[src/rtl/btn_event.sv]
// Per-button event decoder: turns debounced levels into press/release/long pulses.
// Define BTN_REPEAT_EN to enable auto-repeat press pulses while a button is held.
module btn_event_lane #(
  parameter logic [7:0] LONG_TICKS   = 8'd100,
  parameter logic [7:0] REPEAT_TICKS = 8'd20
) (
  input  logic clk,
  input  logic rst_n,
  input  logic cur,
  input  logic prv,
  input  logic tick,
  output logic ev_press,
  output logic ev_rel,
  output logic ev_long
);
  localparam logic [1:0] IDLE    = 2'd0;
  localparam logic [1:0] PRESSED = 2'd1;
  localparam logic [1:0] HELD    = 2'd2;

  logic [1:0] state;
  logic [7:0] hold_cnt;
  logic [7:0] hold_nxt;

  assign hold_nxt = hold_cnt + 8'd1;

`ifdef BTN_REPEAT_EN
  logic [7:0] rep_cnt;
  logic [7:0] rep_nxt;
  assign rep_nxt = rep_cnt + 8'd1;
`endif

  always_ff @(posedge clk) begin
    if (!rst_n) begin
      state    <= IDLE;
      hold_cnt <= 8'd0;
      ev_press <= 1'b0;
      ev_rel   <= 1'b0;
      ev_long  <= 1'b0;
`ifdef BTN_REPEAT_EN
      rep_cnt  <= 8'd0;
`endif
    end else begin
      ev_press <= 1'b0;
      ev_rel   <= 1'b0;
      ev_long  <= 1'b0;
      case (state)
        IDLE: if (cur && !prv) begin
          ev_press <= 1'b1;
          hold_cnt <= 8'd0;
          state    <= PRESSED;
        end
        PRESSED: begin
          // release wins over a coincident tick
          if (!cur) begin
            ev_rel <= 1'b1;
            state  <= IDLE;
          end else if (tick) begin
            hold_cnt <= hold_nxt;
            if (hold_nxt == LONG_TICKS) begin
              ev_long <= 1'b1;
              state   <= HELD;
`ifdef BTN_REPEAT_EN
              rep_cnt <= 8'd0;
`endif
            end
          end
        end
        HELD: begin
          if (!cur) begin
            ev_rel <= 1'b1;
            state  <= IDLE;
          end else if (tick) begin
            if (hold_cnt != 8'hFF) hold_cnt <= hold_nxt;
`ifdef BTN_REPEAT_EN
            if (rep_nxt == REPEAT_TICKS) begin
              ev_press <= 1'b1;
              rep_cnt  <= 8'd0;
            end else begin
              rep_cnt  <= rep_nxt;
            end
`endif
          end
        end
        default: state <= IDLE;
      endcase
    end
  end
endmodule

module btn_event #(
  parameter int         BTN_WIDTH    = 8,
  parameter logic       BTN_ACTIVE   = 1'b0,
  parameter int         TICK_W       = 18,
  parameter logic [7:0] LONG_TICKS   = 8'd100,
  parameter logic [7:0] REPEAT_TICKS = 8'd20
) (
  input  logic                 clk,
  input  logic                 rst_n,
  input  logic [BTN_WIDTH-1:0] btn_deb,
  output logic [BTN_WIDTH-1:0] btn_level,
  output logic [BTN_WIDTH-1:0] btn_press,
  output logic [BTN_WIDTH-1:0] btn_release,
  output logic [BTN_WIDTH-1:0] btn_long
);
  logic [BTN_WIDTH-1:0] cur;
  logic [BTN_WIDTH-1:0] prv;
  logic [TICK_W-1:0]    presc;
  logic                 tick;

  assign tick      = &presc;
  assign btn_level = cur;

  always_ff @(posedge clk) begin
    if (!rst_n) begin
      cur   <= '0;
      prv   <= '0;
      presc <= '0;
    end else begin
      // normalise polarity so cur is 1 = pressed
      cur   <= ~(btn_deb ^ {BTN_WIDTH{BTN_ACTIVE}});
      prv   <= cur;
      presc <= presc + TICK_W'(1);
    end
  end

  for (genvar i = 0; i < BTN_WIDTH; i++) begin : g_lane
    btn_event_lane #(
      .LONG_TICKS  (LONG_TICKS),
      .REPEAT_TICKS(REPEAT_TICKS)
    ) u_lane (
      .clk     (clk),
      .rst_n   (rst_n),
      .cur     (cur[i]),
      .prv     (prv[i]),
      .tick    (tick),
      .ev_press(btn_press[i]),
      .ev_rel  (btn_release[i]),
      .ev_long (btn_long[i])
    );
  end
endmodule
[config.mk]
export PLATFORM = sky130hd
export DESIGN_NAME = btn_event
export DESIGN_NICKNAME = d
export VERILOG_FILES = /design/src/rtl/btn_event.sv
export SDC_FILE = /design/constraint.sdc
export NUM_CORES = 1
export LEC_CHECK = 0
export ABC_AREA = 1
export BUFFER_PORTS_ARGS = -buffer_cell sky130_fd_sc_hd__buf_4
export CORE_ASPECT_RATIO = 0.8
export CORE_MARGIN = 2
export CORE_UTILIZATION = 40
export CTS_CLUSTER_SIZE = 20
export DETAILED_ROUTE_END_ITERATION = 12
export GPL_TIMING_DRIVEN = 0
export MAX_ROUTING_LAYER = met4
export PLACE_DENSITY = 0.64
export SLEW_MARGIN = 20
export SYNTH_ARGS = -nofsm -noshare
export SYNTH_HDL_FRONTEND = slang
export SYNTH_SLANG_ARGS = --single-unit
[constraint.sdc]
create_clock -name clk -period 1.8 [get_ports clk]
set_input_delay 0.18 -clock clk [delete_from_list [all_inputs] [get_ports clk]]
set_output_delay 0.18 -clock clk [all_outputs]
set_load 0.05 [all_outputs]
==> impl_results.md, run 1 <==
* Outcome: complete, but fails checks
* Failing checks: negative setup slack
* Peak supply drop at 0.7461 mV
* Worst slew pin tran at 0.8584 ns
* CP Buf/Inv Count at 2
* Vias in the first global route at 6475
* Initial Util at 41.03%
* Maxcap violations at 0
* RSZ-0062 raised after global routing: true
* Fin util at 52.03%
* Gr ovfl total at 0
* Maximum clock frequency at 554.7 MHz
* Dpl hpwl at 12.64 mm
* # rows at 44
* Minimum clock period after layout at 1.803 ns
* Peak fanout along the critical path at 6
* Post-Synthesis Cells at 1086
* CTS tree: built
* Via count at 7159
* Wire length per cell at 13.41 um
* Die H at 126.3 um
* Via-to-Cell Ratio at 4.978
* Critical path class: register to register
* Post-Syn Area at 7477 um2
* Crit path required time at 2.10 ns
* # setup viols final at 2
* Worst path top cell family by delay: simple AND/OR/NAND/NOR gates
* Cell Chain, Critical Path: ha_4 -> nand2_4 -> nor2_4 -> nand4_4 -> buf_12 -> o21ai_4 -> nand2_4 -> clkbuf_16 -> o21ai_2 -> nor2_2
* Synth Net Count at 1135
* Clock slew at reported path FFs at 0.06 ns
* CTS HTree Levels at 4
* Largest net degree at the start of global routing at 17
* Yosys reg bits at 138
* Synth area leader: dfxtp_1
* DRC at 0
* Final wirelength at 19.28 mm
* Clock buffer depth at 2
* DR iter-0 viols at 568
* Fin. Hold Viols at 0
* Gpl congestion at 0.8643
* Top cells by area, synth: dfxtp_1 37%, nand2_1 11%, nor2_1 7.5%, inv_1 6.8%, ha_1 6.5%
* Initial antenna violation count at 0
* CTS Buf Count at 17
* Tot GR Track Use at 20.19%
* Drt pass-1 iters at 5
* Worst hold-check path type: input port to register
* CP dominant cell by count: nand2_4
* Share of layout cells above drive strength 1 at 21.01%
* Top cell type's share of synthesized area at 36.95%
* Critical path capture point type: register
* Slew Limit Fails at 0
* Max incr delay on CP at 0.36 ns
* Final worst-path cycle share at 100.2%
* CP max-delay cell: dfxtp_2
* Clk Latency, worst-skew pair at 0.43 ns
* CP Data Arrival Time at 2.11 ns
* Clock sink total at 138
* Inserted Diodes at 0
* Ports at 42
* Seq/Total Area, Yosys at 36.95%
* Core area at 18220 um2
* Setup Skew at 0.004881 ns
* P per Cell Area at 1577 nW/um2
* Setup slack after layout at -0.002861 ns
* Headroom to the max-slew limit at 42.77%
* Post-layout net count at 1223
* Crit start category: register
* Antenna Nets Post-Route at 0
* YS warnings at 0
* First-pass GRT wire length at 31.13 mm
* Dpl ws at -0.3541 ns
* Fillers at 1726
* Syn-to-layout area delta at 26.81%
* Mean area per synthesized cell at 6.885 um2
* Die area at 19810 um2
* Clk root buf: clkbuf_16
* Chip width at 156.9 um
* P_leak at 4.063 nW
* Buffers on Ports at 41
* Count of cell types in the netlist at 41
## layer usage
| layer | track usage (%) | wire [um] | up-vias |
|---|---|---|---|
| met3 | 3.785 | 1103 | 26 |
| li1 | - | - | 3694 |
| met4 | 7.124 | 357 | 0 |
| met2 | 29.21 | 8314 | 209 |
| met1 | 28.07 | 9506 | 3230 |
| met5 | - | 0 | - |
## registers in the layout, indices dropped and copies added, names as in the netlist
signal and count:
btn_level 8, g_lane.u_lane.ev_long 8, prv 8, presc 18, g_lane.u_lane.state 16, g_lane.u_lane.ev_rel 8
g_lane.u_lane.hold_cnt 64, g_lane.u_lane.ev_press 8
## cells in the final DEF, fill, tap and decap left out, types with 20 or more instances in the layout
cell / instances
buf_4: 84
nand4_1: 28
nand2_1: 204
nor2_1: 136
dfxtp_2: 20
a21oi_1: 61
nor3_1: 29
dfxtp_1: 118
o21ai_0: 39
ha_1: 34
inv_1: 130
nand3_1: 80
## synthesized netlist by cell type, drive strengths merged
cell type    n
nor2       156
ha          39
nor3        33
nor3b        3
a22oi       14
a31oi        4
nand3       83
o21bai       9
o21ai       64
clkinv       1
a21oi       71
o211ai       2
nand2      226
a21boi       4
nand3b       2
inv        140
o22ai        3
nand4       29
or2          2
buf         41
clkbuf      12
xor2         4
a221oi       1
and3         1
xnor2        3
dfxtp      138
o211a        1
## repair_timing
item                                    4_1_cts  5_1_grt
hold buffers                                  8        0
setup buffers                                10        7
gates resized for setup                      16      131
endpoints found under the setup margin       88       85
hold endpoints to repair                      8        0
pin swaps                                     7       15
gates cloned                                  1        2
## metrics by stage
step | hold WS (ns) | cell area (um2) | instances | TNS (ns) | total power [mW]
global placement | 0.3352 | 8102 | 1380 | -18.47 | 9.689
floorplan | 0.2524 | 7477 | 1086 | 0 | 8.485
global route | 0.2896 | 9482 | 1438 | -1.547 | 15.99
CTS | 0.2622 | 8975 | 1429 | 0 | 13.76
finish | 0.2621 | 9482 | 1438 | -0.003716 | 14.96
detailed placement | 0.3398 | 8102 | 1380 | -19.54 | 9.726
## worst reg2reg max path: cells and delay by family (launching register included)
| kind | cells | cell delay, ns |
|---|---|---|
| simple gates | 5 | 0.52 |
| buf+inv | 2 | 0.35 |
| fa+ha+maj | 1 | 0.15 |
| compound gates | 2 | 0.30 |
| flops | 1 | 0.36 |
## area by class of cell
type                            count  area, um2  area share, %
Clock inverter                     12      198.9          2.098
Multi-Input combinational cell    755       4247          44.79
Timing Repair Buffer               68      600.6          6.334
Clock buffer                       18      439.2          4.632
Tap cell                          253      316.6          3.339
Inverter                          141      539.3          5.688
Sequential cell                   138       2788          29.40
Buffer                             53      352.8          3.721
## logic make-up after synthesis
family                   Yosys count  share of synthesized area [%]
AND/OR/NAND/NOR                  535                          31.14
buffers and inverters            194                          11.53
AO/OA/AOI/OAI                    173                          13.04
flip-flops                       138                          36.95
adder cells (fa/ha/maj)           39                          6.526
XOR/XNOR                           7                         0.8200
## power by group
group | internal [mW] | total, mW | switching, mW
combinational | 2.61 | 6.78 | 4.16
clock | 2.47 | 3.83 | 1.36
sequential | 3.77 | 4.35 | 0.588
total | 8.85 | 15.0 | 6.11
## worst paths after layout
kind	cells past startpoint	endpoint	slack, ns	startpoint
hold / removal	5	g_lane[4].u_lane.hold_cnt[5]	0.26	rst_n
setup / recovery	10	g_lane[2].u_lane.hold_cnt[4]	-0.003	presc[0]
hold reg to reg	1	g_lane[7].u_lane.ev_press	0.42	prv[7]
setup reg to reg	10	g_lane[2].u_lane.hold_cnt[4]	-0.003	presc[0]
No activity file was read; power rests on OpenSTA's default activity.
==> run 2, diff against run 1 <==
- SKIP_LAST_GASP: default -> 1
==> run 2 against run 1 <==
The flow now finishes without violations. Critical path depth is the same. Combinational power is essentially flat. Non-clock buffer count is the same. Global-route usage is the same. Register-to-register slack is essentially flat. Sequential share of layout area is essentially flat. Maximum frequency grew 0.31%. Power is essentially flat. Largest power group unchanged. Flip-flop and latch count is the same. Clock skew grew 0.00064 ns. Final area is essentially flat. Critical path type unchanged. Sequential power is essentially flat.
==> impl_results.md, run 2 (synthesis results as in run 1) <==
* Outcome: completed
* Max incr delay on CP at 0.36 ns (about the same)
* CTS HTree Levels at 4 (unchanged)
* Maximum clock frequency at 556.4 MHz (+0.31%)
* Maxcap violations at 0 (unchanged)
* Largest Register: g_lane.u_lane.hold_cnt
* Power Total at 14.94 mW (about the same)
* DR iter-0 viols at 550 (-3.2%)
* # setup viols final at 0 (-2)
* CTS Buf Count at 17 (unchanged)
* Slew Limit Fails at 0 (unchanged)
* Ports at 42 (unchanged)
* Fillers at 1728 (+0.12%)
* Commonest non-fill, non-tap cell in the layout: nand2_1
* P per Cell Area at 1577 nW/um2 (about the same)
* Multi-input logic area at 4239 um2 (-0.18%)
* Worst Hold Slack at 0.2609 ns (-0.001204 ns)
* TNS Setup at 0 ns (+0.003716 ns)
* Via-to-Cell Ratio at 5.017 (+0.78%)
* Worst slew pin tran at 0.8551 ns (-0.003332 ns)
* CTS tree: built
* Wire length per cell at 13.43 um (+0.15%)
* Initial Util at 41.03% (unchanged)
* Seq. cell area at 2786 um2 (about the same)
* Chip width at 156.9 um (unchanged)
* Fin. Hold Viols at 0 (unchanged)
* Buffers on Ports at 41 (unchanged)
* Final wirelength at 19.31 mm (+0.15%)
* Die H at 126.3 um (unchanged)
* Placed inst area at 8102 um2 (unchanged)
* Core area at 18220 um2 (unchanged)
* DRC at 0 (unchanged)
* Clock sink total at 138 (unchanged)
* Clock slew at reported path FFs at 0.06 ns (about the same)
* Minimum clock period after layout at 1.797 ns (-0.005529 ns)
* Crit start category: register
* Gpl congestion at 0.8643 (unchanged)
* Placed Instances at 1380 (unchanged)
* Worst path top cell family by delay: simple AND/OR/NAND/NOR gates
* Critical path class: register to register
* Worst hold-check path type: input port to register
* Tot GR Track Use at 20.19% (unchanged)
* # rows at 44 (unchanged)
* Top Registers: g_lane.u_lane.hold_cnt: 64 flops, presc: 18 flops, g_lane.u_lane.state: 16 flops
* Via count at 7215 (+0.78%)
* Antenna Nets Post-Route at 0 (unchanged)
* CP Data Arrival Time at 2.10 ns (about the same)
* Die area at 19810 um2 (unchanged)
* Max reg flops at 64 (unchanged)
* Commonest non-fill, non-tap cells in the layout: 204 x nand2_1, 136 x nor2_1, 130 x inv_1, 119 x dfxtp_1, 84 x buf_4
* RSZ-0062 raised after global routing: true
* Inserted Diodes at 0 (unchanged)
* Peak supply drop at 0.7477 mV (+0.21%)
* Dpl hpwl at 12.64 mm (unchanged)
* Vias in the first global route at 6475 (unchanged)
* Dpl ws at -0.3541 ns (unchanged)
* Fin util at 51.98% (about the same)
* Critical path capture point type: register
* Peak fanout along the critical path at 6 (unchanged)
* Clk Latency, worst-skew pair at 0.43 ns (about the same)
* Clock buffer depth at 2 (unchanged)
* Syn-to-layout area delta at 26.69% (about the same)
* Final non-filler cell total at 1438 (unchanged)
* Headroom to the max-slew limit at 42.99% (+0.22 points)
* Drt pass-1 iters at 5 (unchanged)
* CP max-delay cell: dfxtp_2
* Final worst-path cycle share at 99.85% (-0.31 points)
* Clk root buf: clkbuf_16
* Cell Chain, Critical Path: ha_4 -> nand2_4 -> nor2_4 -> nand4_4 -> buf_12 -> o21ai_4 -> nand2_4 -> clkbuf_16 -> o21ai_2 -> nor2_2
* Share of layout cells above drive strength 1 at 20.84% (-0.17 points)
* CP dominant cell by count: nand2_4
* Finished Cell Area at 9473 um2 (about the same)
* CP Buf/Inv Count at 2 (unchanged)
* P_leak at 4.063 nW (about the same)
* First-pass GRT wire length at 31.13 mm (unchanged)
* Setup Skew at 0.005525 ns (+0.0006438 ns)
* Crit path required time at 2.10 ns (about the same)
* Largest net degree at the start of global routing at 17 (unchanged)
* Gr ovfl total at 0 (unchanged)
* Setup slack after layout at 0.002668 ns (+0.005529 ns)
* Post-layout net count at 1223 (unchanged)
* Initial antenna violation count at 0 (unchanged)
-- run 2: cell counts in the layout (fill, tap and decap cells not counted) --
No cell type changed its count.
-- run 2: worst paths after layout --
kind / from / to / slack, ns / cells after the start
setup / recovery: presc[0] / g_lane[2].u_lane.hold_cnt[4] / 0.003 / 10
hold / removal: rst_n / g_lane[4].u_lane.hold_cnt[5] / 0.26 / 5
setup reg to reg: presc[0] / g_lane[2].u_lane.hold_cnt[4] / 0.003 / 10
hold reg to reg: prv[7] / g_lane[7].u_lane.ev_press / 0.42 / 1
-- run 2: report_power, final --
group	switching, mW	internal, mW
Combinational	4.16	2.60
Clock	1.36	2.47
Sequential	0.588	3.76
-- run 2: final cells by class --
type / count / share of cell area [%]
well taps: 253 / 3.342
multi-input cells: 755 / 44.75
clock buffers: 18 / 4.636
clock inverters: 12 / 2.100
plain buffers: 53 / 3.725
inverters: 141 / 5.693
flip-flops and latches: 138 / 29.41
repair buffers: 68 / 6.340
-- run 2: layer usage --
metal  global-route usage (%)  vias up  routed length (um)
li1                         -     3692                   -
met3                    3.785       27                1142
met5                        -        -                   0
met4                    7.124        0                 354
met2                    29.21      222                8310
met1                    28.07     3274                9502
-- run 2: worst reg2reg max path, cell delays in order (launching register included) --
cell       delay (ns)
dfxtp_2          0.36
ha_4             0.15
nand2_4          0.06
nor2_4           0.18
nand4_4          0.14
buf_12           0.18
o21ai_4          0.18
nand2_4          0.10
clkbuf_16        0.17
o21ai_2          0.12
nor2_2           0.04
-- run 2: repair_timing --
item | CTS | global route
hold endpoints to repair | 8 | 0
resized for setup | 16 | 128
hold buffers | 8 | 0
buffers inserted | 10 | 7
pin swaps | 7 | 15
gates cloned | 1 | 2
endpoints found under the setup margin | 88 | 85
==> run 3, diff against run 2 <==
- REMOVE_ABC_BUFFERS: default -> 1
==> run 3 against run 2 <==
Global-route usage fell by 2.1 points. First-iteration DRC count fell by 30%. Worst hold slack improved by 0.0047 ns. Core utilization fell by 2.4 points. Critical path depth did not move. Critical endpoint is now g_lane[0].u_lane.hold_cnt[2].
==> impl_results.md, run 3 (synthesis results as in run 1) <==
* Wire length per cell at 12.19 um (-9.2%)
* Slew Limit Fails at 0 (unchanged)
* P per Cell Area at 1569 nW/um2 (-0.55%)
* Met1 usage at 24.74% (-3.3 points)
* Critical path capture point type: register
* Worst setup path start: presc[0]
* Via-to-Cell Ratio at 4.911 (-2.1%)
* Met3 usage in global routing at 3.889% (+0.10 points)
* Post-layout net count at 1173 (-4.1%)
* Vias in the first global route at 6194 (-4.3%)
* Headroom to the max-slew limit at 53.04% (+10 points)
* Fin. Hold Viols at 0 (unchanged)
* Clock slew at reported path FFs at 0.06 ns (about the same)
* Dpl hpwl at 10.77 mm (-15%)
* Crit start category: register
* Via count at 6822 (-5.4%)
* Setup Skew at 0.006382 ns (+0.0008571 ns)
* Reg2Reg Launch Point: presc[0]
* Commonest non-fill, non-tap cell in the layout: nand2_1
* Maximum clock frequency at 564.0 MHz (+1.4%)
* Fin util at 49.59% (-2.4 points)
* Placed inst area at 7796 um2 (-3.8%)
* Clk root buf: clkbuf_16
* Worst Hold Slack at 0.2656 ns (+0.004715 ns)
* Peak supply drop at 0.5580 mV (-25%)
* Clock sink total at 138 (unchanged)
* Top Registers: g_lane.u_lane.hold_cnt: 64 flops, presc: 18 flops, g_lane.u_lane.state: 16 flops
* Crit path required time at 2.10 ns (about the same)
* Worst hold-check path type: input port to register
* CTS Buf Count at 17 (unchanged)
* Critical path class: register to register
* Finished Cell Area at 9036 um2 (-4.6%)
* RR Endpoint: g_lane[0].u_lane.hold_cnt[2]
* Inserted Diodes at 0 (unchanged)
* Core area at 18220 um2 (unchanged)
* Final worst-path cycle share at 98.51% (-1.3 points)
* Peak fanout along the critical path at 8 (+2)
* Worst slew pin tran at 0.7045 ns (-0.1506 ns)
* Chip width at 156.9 um (unchanged)
* Outcome: completed
* Syn-to-layout area delta at 20.85%
* Depth of the most critical reg-to-reg path at 10 (unchanged)
* Largest Register: g_lane.u_lane.hold_cnt
* Largest net degree at the start of global routing at 86 (+69)
* CTS tree: built
* CTS HTree Levels at 4 (unchanged)
* Antenna Nets Post-Route at 0 (unchanged)
* RSZ-0062 raised after global routing: true
* Final wirelength at 16.94 mm (-12%)
* Gpl congestion at 0.8550 (-1.1%)
* GR Layer Usage met2 at 26.86% (-2.3 points)
* Die area at 19810 um2 (unchanged)
* DR iter-0 viols at 387 (-30%)
* Share of layout cells above drive strength 1 at 16.64% (-4.2 points)
* Clock buffer depth at 2 (unchanged)
* TNS Setup at 0 ns (unchanged)
* Gr busiest metal: met2
* Reg-to-reg slack, setup at 0.03 ns (+0.02 ns)
* Initial antenna violation count at 0 (unchanged)
* Gr ovfl total at 0 (unchanged)
* Buffers on Ports at 41 (unchanged)
* Commonest non-fill, non-tap cells in the layout: 209 x nand2_1, 142 x nor2_1, 131 x inv_1, 118 x dfxtp_1, 81 x nand3_1
* Clk Latency, worst-skew pair at 0.42 ns (about the same)
* First-pass GRT wire length at 28.59 mm (-8.2%)
* Die H at 126.3 um (unchanged)
* # rows at 44 (unchanged)
* CP Data Arrival Time at 2.07 ns (-0.03 ns)
* Setup crit end: g_lane[0].u_lane.hold_cnt[2]
* Maxcap violations at 0 (unchanged)
* Initial Util at 41.03% (unchanged)
* Tot GR Track Use at 18.11% (-2.1 points)
* P_leak at 3.834 nW (-5.6%)
* Max reg flops at 64 (unchanged)
* DRC at 0 (unchanged)
* Drt pass-1 iters at 5 (unchanged)
* Minimum clock period after layout at 1.773 ns (-0.02417 ns)
* # setup viols final at 0 (unchanged)
* Ports at 42 (unchanged)
## run 3: cell types whose count changed in the layout (fill, tap and decap cells not counted), moves of 5 or more
cell / change
nor2_1: +6
buf_4: -33
nor2_2: -6
clkbuf_1: -8
buf_1: -5
o21ai_2: -6
nand2_1: +5
## run 3: how the worst min path moves through the flow
stage,startpoint,end,cells past startpoint
floorplan,btn_deb[0],btn_level[0],1
global placement,btn_deb[5],btn_level[5],2
detailed placement,btn_deb[2],btn_level[2],2
CTS,rst_n,presc[1],3
global route,rst_n,presc[1],3
finish,rst_n,g_lane[1].u_lane.state[0],3
## run 3: through the flow
step	setup WS (ns)	total power [mW]	instances
2_1_floorplan	-0.06691	8.231	1033
3_3_place_gp	-1.041	9.381	1327
3_5_place_dp	-0.5026	9.429	1328
4_1_cts	-0.01094	13.50	1383
5_1_grt	-0.09531	15.23	1389
6_report	0.02684	14.17	1389
## run 3: metal layers
layer	share of wire (%)	up-vias	wire length, um
met5	0	-	0
met2	43	140	7324
met1	51	3081	8659
met3	4.3	16	732
met4	1.3	0	219
li1	-	3585	-
## run 3: final cells by class
| class | instances | area [um2] |
|---|---|---|
| fillers | 1797 | 9186 |
| clock inverters | 8 | 142.6 |
| inverters | 141 | 539.3 |
| repair buffers | 68 | 598.1 |
| clock buffers | 23 | 467.9 |
| multi-input cells | 758 | 4184 |
| well taps | 253 | 316.6 |
| flip-flops and latches | 138 | 2788 |
## run 3: timing repair
action	in CTS	in global routing
gates cloned	2	2
hold buffers	8	0
pin swaps	8	15
resized for setup	30	86
buffers inserted	14	4
endpoints found under the setup margin	88	87
hold endpoints to repair	8	0
## run 3: critical path, stage by stage, from the launching register on
cell,delay [ns]
dfxtp_2,0.36
ha_4,0.15
nand2_4,0.07
nor2_4,0.15
nand4_4,0.16
buf_12,0.18
buf_6,0.12
o21ai_4,0.13
nand2_4,0.12
nand2_4,0.13
a21oi_1,0.09
## run 3: power breakdown
group | leakage, nW | internal, mW | total (mW) | switching [mW]
combinational | 2.40 | 2.29 | 6.19 | 3.90
clock | 0.297 | 2.38 | 3.66 | 1.28
sequential | 1.14 | 3.76 | 4.32 | 0.562
